<file path="src/rtl/sram_bist_engine.sv">
// sram_bist_engine: self-test request generator placed in front of the single-port SRAM
// controller. On an accepted start it writes a selectable pattern over an address range, then
// reads the range back and compares every word.
//
// Ports:
//   clk, reset              clock; asynchronous active-high reset
//   start                   one-cycle pulse, accepted only in IDLE or DONE
//   start_addr, end_addr    inclusive address range, latched on accepted start
//   pat_sel, seed           pattern select and pattern-3 constant, latched on accepted start
//   mem, rw, addr, data_f2s request interface to the controller (rw: 1=read, 0=write)
//   ready                   controller idle; a request is taken in any cycle with mem && ready
//   data_s2f_r              controller registered read data, valid two cycles after a read
//   busy, done, pass        status; pass is meaningful only while done
//   err_count               saturating mismatch count
//   first_err_addr/data     location and read value of the first mismatch
module sram_bist_engine #(
    parameter int unsigned ADDR_W = 18,
    parameter int unsigned DATA_W = 16,
    parameter int unsigned ERR_W  = 16
) (
    input  logic              clk,
    input  logic              reset,
    input  logic              start,
    input  logic [ADDR_W-1:0] start_addr,
    input  logic [ADDR_W-1:0] end_addr,
    input  logic [1:0]        pat_sel,
    input  logic [DATA_W-1:0] seed,
    output logic              mem,
    output logic              rw,
    output logic [ADDR_W-1:0] addr,
    output logic [DATA_W-1:0] data_f2s,
    input  logic              ready,
    input  logic [DATA_W-1:0] data_s2f_r,
    output logic              busy,
    output logic              done,
    output logic              pass,
    output logic [ERR_W-1:0]  err_count,
    output logic [ADDR_W-1:0] first_err_addr,
    output logic [DATA_W-1:0] first_err_data
);

    // Checkerboard words: 1010... for even addresses, 0101... for odd ones.
    localparam logic [DATA_W-1:0] PatEven = DATA_W'({((DATA_W + 1) / 2){2'b10}});
    localparam logic [DATA_W-1:0] PatOdd  = ~PatEven;

    typedef enum logic [2:0] {StIdle, StWrite, StRead, StDrain, StDone} state_e;

    state_e            state_q, state_d;
    logic [ADDR_W-1:0] ptr_q, ptr_d;
    logic [ADDR_W-1:0] start_q, end_q;
    logic [1:0]        pat_q;
    logic [DATA_W-1:0] seed_q;

    // Two-stage compare pipeline matching the controller's read latency.
    logic              s1_v_q, s2_v_q;
    logic [ADDR_W-1:0] s1_addr_q, s2_addr_q;
    logic [DATA_W-1:0] s1_exp_q, s2_exp_q;

    logic [ERR_W-1:0]  err_q;
    logic [ADDR_W-1:0] ferr_addr_q;
    logic [DATA_W-1:0] ferr_data_q;

    logic              start_ok;
    logic              last;
    logic              push;
    logic              mismatch;
    logic [DATA_W-1:0] exp_ptr;

    assign start_ok = start && (state_q == StIdle || state_q == StDone);
    assign last     = (ptr_q == end_q);
    assign mismatch = s2_v_q && (data_s2f_r != s2_exp_q);

    // Expected word for the current pointer.
    always_comb begin
        unique case (pat_q)
            2'd0:    exp_ptr = DATA_W'(ptr_q);
            2'd1:    exp_ptr = ~(DATA_W'(ptr_q));
            2'd2:    exp_ptr = ptr_q[0] ? PatOdd : PatEven;
            default: exp_ptr = seed_q;
        endcase
    end

    always_comb begin
        state_d  = state_q;
        ptr_d    = ptr_q;
        push     = 1'b0;
        mem      = 1'b0;
        rw       = 1'b1;
        addr     = '0;
        data_f2s = '0;
        unique case (state_q)
            StIdle, StDone: begin
                if (start) begin
                    ptr_d   = start_addr;
                    state_d = (start_addr > end_addr) ? StDone : StWrite;
                end
            end
            StWrite: begin
                mem      = 1'b1;
                rw       = 1'b0;
                addr     = ptr_q;
                data_f2s = exp_ptr;
                if (ready) begin
                    if (last) begin
                        ptr_d   = start_q;
                        state_d = StRead;
                    end else begin
                        ptr_d = ptr_q + ADDR_W'(1);
                    end
                end
            end
            StRead: begin
                mem  = 1'b1;
                addr = ptr_q;
                if (ready) begin
                    push = 1'b1;
                    if (last) begin
                        state_d = StDrain;
                    end else begin
                        ptr_d = ptr_q + ADDR_W'(1);
                    end
                end
            end
            StDrain: begin
                // Stage 2 is compared this cycle; once stage 1 is empty nothing is left after it.
                if (!s1_v_q) begin
                    state_d = StDone;
                end
            end
            default: state_d = StIdle;
        endcase
    end

    always_ff @(posedge clk or posedge reset) begin
        if (reset) begin
            state_q   <= StIdle;
            ptr_q     <= '0;
            start_q   <= '0;
            end_q     <= '0;
            pat_q     <= '0;
            seed_q    <= '0;
            s1_v_q    <= 1'b0;
            s1_addr_q <= '0;
            s1_exp_q  <= '0;
            s2_v_q    <= 1'b0;
            s2_addr_q <= '0;
            s2_exp_q  <= '0;
        end else begin
            state_q <= state_d;
            ptr_q   <= ptr_d;
            if (start_ok) begin
                start_q <= start_addr;
                end_q   <= end_addr;
                pat_q   <= pat_sel;
                seed_q  <= seed;
            end
            s1_v_q <= push;
            if (push) begin
                s1_addr_q <= ptr_q;
                s1_exp_q  <= exp_ptr;
            end
            s2_v_q    <= s1_v_q;
            s2_addr_q <= s1_addr_q;
            s2_exp_q  <= s1_exp_q;
        end
    end

    always_ff @(posedge clk or posedge reset) begin
        if (reset) begin
            err_q       <= '0;
            ferr_addr_q <= '0;
            ferr_data_q <= '0;
        end else if (start_ok) begin
            err_q       <= '0;
            ferr_addr_q <= '0;
            ferr_data_q <= '0;
        end else if (mismatch) begin
            // The counter saturates and never returns to zero, so zero means no mismatch yet.
            if (err_q == '0) begin
                ferr_addr_q <= s2_addr_q;
                ferr_data_q <= data_s2f_r;
            end
            if (err_q != '1) begin
                err_q <= err_q + ERR_W'(1);
            end
        end
    end

    assign busy           = (state_q == StWrite) || (state_q == StRead) || (state_q == StDrain);
    assign done           = (state_q == StDone);
    assign pass           = (state_q == StDone) && (err_q == '0);
    assign err_count      = err_q;
    assign first_err_addr = ferr_addr_q;
    assign first_err_data = ferr_data_q;

endmodule

</file>
<file path="config.mk">
export PLATFORM = sky130hd
export DESIGN_NAME = sram_bist_engine
export DESIGN_NICKNAME = d
export VERILOG_FILES = /design/src/rtl/sram_bist_engine.sv
export SDC_FILE = /design/constraint.sdc
export NUM_CORES = 1
export LEC_CHECK = 0
export CAP_MARGIN = 20
export CELL_PAD_IN_SITES_DETAIL_PLACEMENT = 1
export CELL_PAD_IN_SITES_GLOBAL_PLACEMENT = 2
export CORE_ASPECT_RATIO = 0.6
export CORE_MARGIN = 4
export CORE_UTILIZATION = 25
export DETAILED_ROUTE_END_ITERATION = 8
export PLACE_DENSITY = 0.68
export SLEW_MARGIN = 40
export SYNTH_ARGS = -nofsm -noshare
export SYNTH_HDL_FRONTEND = slang
export SYNTH_SLANG_ARGS = --single-unit
</file>
<file path="constraint.sdc">
create_clock -name clk -period 17.89 [get_ports clk]
set_clock_uncertainty 0.05 [all_clocks]
set_input_delay 2.6835 -clock clk [delete_from_list [all_inputs] [get_ports clk]]
set_output_delay 2.6835 -clock clk [all_outputs]
set_load 0.01 [all_outputs]
</file>
==> flow_metrics.py, run 1 <==
metrics = {
    "die": {
        "ios": 163,
        "start_util": 0.256,
        "core-area_sq_um": 36800,
        "chipHeight_um": 159,
        "std_cell_rows": 54,
        "die_width_um": 259,
        "dieArea_sq_um": 41000,
    },
    "yosys": {
        "synthFlopType": "dfrtp_1",
        "yosys.area.top_type_share": 0.517,
        "synth_edf_count": 0,
        "ys_types": 63,
        "avgSynthCellArea_sq_um": 10.8,
        "ys_warn_count": 0,
        "ys_ff_latch": 195,
        "synth_area_sq_um": 9440,
        "syn_nets": 967,
        "yosysSeqAreaShare": 0.517,
        "synth_commonest_cells": "dfrtp_1, nor2_1, mux2_2, nand2_1, o21ai_0",
        "synth.most_common_cell": "dfrtp_1",
        "netlist_instances": 872,
        "netlist_top_cells_area": "dfrtp_1, mux2_2, nor2_1",
        "synthArstFlopShare": 1.00,
        "yosysTopAreaCell": "dfrtp_1",
    },
    "place": {
        "gp_congestion": 0.806,
        "place_inst": 1491,
        "dp_slack_ns": 12.28,
        "placed_area_sq_um": 11500,
        "post-dp-hpwl_um": 22900,
        "io_buffers": 162,
    },
    "setup_path": {
        "cp_slowest_stage_delay_ns": 0.77,
        "crit_buf_inv": 2,
        "crit_slowest_cell": "and3_1",
        "critPathKind": "reg -> out",
        "worstPathCellList": "and3_1 -> inv_1 -> nor2_1 -> clkdlybuf4s50_1",
        "cp.required_ns": 15.16,
        "cpLargestDelayFamily": "buffers and inverters",
        "start_kind": "flop",
        "critPathMaxFanout": 20,
        "arrival_ns": 3.37,
        "crit_path_end_kind": "output port",
    },
    "timing": {
        "slew_headroom": 0.438,
        "grt_setup_unrepaired": "no",
        "setup-tns-final_ns": 0,
        "hold_viol_final": 0,
        "finalWorstSetupSlack_ns": 11.79,
        "min_period_ns": 6.10,
        "post-route-period-util": 0.341,
        "drv_slew": 0,
        "worst_slew_pin_slew_ns": 0.842,
        "clock.fmax_mhz": 164,
        "setup_viol": 0,
    },
    "min_path": {
        "hold_path_class": "reg -> reg",
    },
    "clock_network": {
        "cts.sinks": 195,
        "cts_hold_buffers": 0,
        "numCtsBuffers": 17,
        "cts-root-buf": "clkbuf_16",
        "cts_resized": 0,
        "h-tree-depth": 4,
        "path_clk_slew_ns": 0.07,
        "clk_path_buf_depth": 2,
        "tritoncts": "yes",
        "cts_setup_buffers": 0,
        "clk_latency_ns": 0.46,
    },
    "power": {
        "power_w": 0.00177,
        "vdd_ir_drop_max_v": 0.0000942,
        "power.leakage_nw": 5.04,
        "power_density_nw_per_um2": 147,
    },
    "cells_and_area": {
        "design_area_sq_um": 12100,
        "final.fill_count": 4091,
        "drive_gt1_frac": 0.125,
        "nets": 1101,
        "fin_cells": 1522,
        "synthToLayoutAreaGrowth_pct": 28.1,
        "antenna_cells": 0,
    },
    "drt": {
        "first_iter_violations": 503,
        "via_per_inst": 4.62,
        "post_drt_wl_per_cell_um": 20.5,
        "vias": 7030,
        "antenna_left": 0,
        "finalWirelength_um": 31300,
        "dr.pass1.iters": 7,
        "route.detailed.drc": 0,
    },
    "outcome": {
        "status": "complete, no violations",
    },
    "run": {
        "cap_violations": 0,
    },
    "grt": {
        "first_global_vias": 7395,
        "grt_pass1_wl_um": 47700,
        "grt_max_degree": 134,
        "track_usage": 0.155,
        "antenna_found_initial": 0,
        "grt-ovfl-total": 0,
    },
}
power by group:
part | switching [W] | internal, W
sequential | 0.000125 | 0.000533
clock | 0.000190 | 0.000211
combinational | 0.000395 | 0.000318
total | 0.000711 | 0.00106
path summary, 6_finish.rpt:
path,startpoint,end,slack (ns),depth (start not counted)
max in group asynchronous,reset,first_err_addr[11],13.94,3
hold / removal,s1_addr_q[17],s2_addr_q[17],0.32,0
setup / recovery,state_q[0],data_f2s[3],11.79,4
setup reg to reg,ptr_q[13],ptr_q[3],14.43,7
min in group asynchronous,reset,err_count[1],2.71,2
hold reg to reg,s1_addr_q[17],s2_addr_q[17],0.32,0
area by class of cell:
cell class	count	area, sq um	area share
Sequential cell	195	4880	0.404
Timing Repair Buffer	170	1690	0.140
Clock buffer	17	425	0.0352
Multi-Input combinational cell	587	4160	0.344
Clock inverter	14	169	0.0140
Inverter	35	144	0.0119
Tap cell	504	631	0.0521
registers in the layout, indices dropped and copies added (netlist names):
signal and flops:
first_err_data 16, first_err_addr 18, s2_v_q 1, ptr_q 18, start_q 18, pat_q 2, s1_exp_q 16, err_count 16
s1_addr_q 18, end_q 18, s2_exp_q 16, seed_q 16, s1_v_q 1, state_q 3, s2_addr_q 18
cells in the final DEF, fill, tap and decap left out, types with 4 or more instances in the layout:
cell type          n
dfrtp_1          194
clkdlybuf4s50_1  162
nor2_1           104
mux2_2            62
nand2_1           52
o21ai_0           50
xnor2_1           38
mux2i_1           37
inv_1             32
xor2_1            26
ha_1              21
nand4_1           20
a21oi_1           20
clkbuf_16         17
and2_1            16
nand3_1           14
nor2b_1           12
a31oi_1           11
nor3_1             9
nand2b_1           8
and3_1             6
o2bb2ai_1          6
buf_4              6
a221oi_1           5
a2bb2oi_1          5
a22oi_1            4
o31ai_1            4
a22o_1             4
a222oi_1           4
o21ai_1            4
o22ai_1            4
inv_8              4
per-stage QoR:
stage	hold WS, ns	util
6_report	0.324	0.328
5_1_grt	0.331	0.328
4_1_cts	0.326	0.328
3_5_place_dp	0.310	0.312
3_3_place_gp	0.306	0.312
2_1_floorplan	0.299	-
cell families after synthesis:
logic type / Yosys count / share of synthesized area
AO/OA/AOI/OAI: 140 / 0.101
XOR/XNOR: 64 / 0.0594
adder cells (fa/ha/maj): 21 / 0.0278
buffers and inverters: 90 / 0.0444
flip-flops: 195 / 0.517
multiplexers: 102 / 0.117
AND/OR/NAND/NOR: 260 / 0.133
layer usage:
| metal | up-vias | GRT usage | part of all wire |
|---|---|---|---|
| li1 | 3280 | - | - |
| met1 | 3607 | 0.226 | 0.50 |
| met2 | 123 | 0.233 | 0.44 |
| met3 | 20 | 0.0356 | 0.048 |
| met4 | 0 | 0.0357 | 0.011 |
| met5 | - | 0 | 0 |
Power figures use the tool's default switching activity.
==> inputs of run 2 (changes only) <==
Settings changed: PLACE_DENSITY 0.68 to 0.71.
Clock period 17.89 ns to 5 ns, I/O delays scaled along.
==> flow_metrics.py, run 2 (synthesized netlist as in run 1, its figures left out) <==
metrics = {
    "outcome": {
        "status": "complete, no violations",
    },
    "clock_network": {
        "cts.sinks": 195,
        "numCtsBuffers": 17,
        "cts_setup_buffers": 0,
        "path_clk_slew_ns": 0.08,
        "clk_latency_ns": 0.45,
        "h-tree-depth": 4,
        "clk_path_buf_depth": 2,
        "cts_hold_buffers": 0,
        "tritoncts": "yes",
        "cts_resized": 0,
        "cts-root-buf": "clkbuf_16",
    },
    "timing": {
        "setup-tns-final_ns": 0,
        "finalWorstSetupSlack_ns": 0.826,
        "drv_slew": 0,
        "hold_viol_final": 0,
        "clock.fmax_mhz": 240,
        "post-route-period-util": 0.835,
        "min_period_ns": 4.17,
        "setup_viol": 0,
        "slew_headroom": 0.379,
        "grt_setup_unrepaired": "no",
        "worst_slew_pin_slew_ns": 0.924,
        "timing.hold.ws_ns": 0.324,
    },
    "grt": {
        "first_global_vias": 7414,
        "antenna_found_initial": 0,
        "grt_pass1_wl_um": 47100,
        "grt_max_degree": 92,
        "track_usage": 0.152,
        "grt-ovfl-total": 0,
    },
    "drt": {
        "post_drt_wl_per_cell_um": 20.2,
        "first_iter_violations": 490,
        "finalWirelength_um": 30900,
        "vias": 7006,
        "dr.pass1.iters": 5,
        "route.detailed.drc": 0,
        "antenna_left": 0,
        "via_per_inst": 4.59,
    },
    "die": {
        "start_util": 0.256,
        "std_cell_rows": 54,
        "dieArea_sq_um": 41000,
        "chipHeight_um": 159,
        "ios": 163,
        "core-area_sq_um": 36800,
        "die_width_um": 259,
    },
    "setup_path": {
        "crit_path_end_kind": "output port",
        "arrival_ns": 3.37,
        "cp.required_ns": 4.20,
        "critPathMaxFanout": 27,
        "critPathKind": "reg -> out",
        "start_kind": "flop",
    },
    "power": {
        "intPower_w": 0.00382,
        "power_switching_w": 0.00254,
        "combPwrFrac": 0.396,
        "seqPwrFrac": 0.375,
        "p_clk_frac": 0.229,
        "vdd_ir_drop_max_v": 0.000286,
        "power_density_nw_per_um2": 523,
        "switching_share": 0.400,
        "power.leakage_nw": 5.07,
    },
    "cells_and_area": {
        "nets": 1103,
        "drive_gt1_frac": 0.129,
        "synthToLayoutAreaGrowth_pct": 28.9,
        "final.fill_count": 4067,
        "fin_util": 0.330,
        "layout_common_cells": "dfrtp_1, clkdlybuf4s50_1, nor2_1",
        "mostFrequentLayoutCell": "dfrtp_1",
        "design_area_sq_um": 12200,
    },
    "run": {
        "cap_violations": 0,
    },
    "place": {
        "dp_slack_ns": 1.31,
        "placed_area_sq_um": 11500,
        "post-dp-hpwl_um": 22800,
        "gp_congestion": 0.773,
        "io_buffers": 162,
    },
    "min_path": {
        "hold_path_class": "reg -> reg",
    },
}
## run 2: changes by cell type in the layout (fill, tap and decap cells not counted), sizes merged
cell,before,now
buf,8,10
clkinv,3,5
clkinvlp,2,1
diode,0,1
## run 2: power groups by stage
stage               clock, W  sequential, W  combinational, W
CTS                  0.00150        0.00239           0.00257
floorplan                  0        0.00210           0.00175
global route         0.00157        0.00244           0.00275
finish               0.00145        0.00239           0.00252
detailed placement         0        0.00242           0.00256
global placement           0        0.00241           0.00252
## run 2: cell type report
| cell class | instances | area, sq um | area share |
|---|---|---|---|
| clock inverter | 15 | 190 | 0.0156 |
| multi-input combinational | 587 | 4170 | 0.343 |
| clock buffer | 17 | 425 | 0.0350 |
| timing repair buffer | 172 | 1730 | 0.143 |
| inverter | 35 | 135 | 0.0111 |
| sequential | 195 | 4880 | 0.401 |
| antenna | 1 | 2.50 | 0.000206 |
| tap | 504 | 631 | 0.0518 |
## run 2: critical path: stages, from the launching register on
cell             delay (ns)
dfrtp_1                0.67
and3_1                 0.73
nor2_2                 0.06
buf_4                  0.26
inv_1                  0.43
and2_1                 0.21
clkdlybuf4s50_1        0.54
## run 2: metrics by stage
| step | instances | total power [W] |
|---|---|---|
| floorplan | 872 | 0.00385 |
| detailed placement | 1493 | 0.00498 |
| CTS | 1525 | 0.00647 |
| finish | 1526 | 0.00636 |
| global route | 1525 | 0.00676 |
| global placement | 1493 | 0.00493 |
## run 2: metal layers
layer,global-route usage,wire length [um],up-vias
met1,0.212,15100,3576
met3,0.0432,1570,21
met4,0.0362,352,0
met2,0.235,13900,113
met5,0,0,-
li1,-,-,3296
## run 2: path summary, 6_finish.rpt
| kind | start | to | slack, ns | cells past startpoint |
|---|---|---|---|---|
| hold reg to reg | s1_exp_q[3] | s2_exp_q[3] | 0.32 | 0 |
| max in group asynchronous | reset | end_q[16] | 3.37 | 3 |
| setup / recovery | state_q[0] | addr[14] | 0.83 | 6 |
| setup reg to reg | state_q[1] | ptr_q[7] | 1.93 | 8 |
| hold / removal | s1_exp_q[3] | s2_exp_q[3] | 0.32 | 0 |
| min in group asynchronous | reset | err_count[1] | 0.62 | 2 |
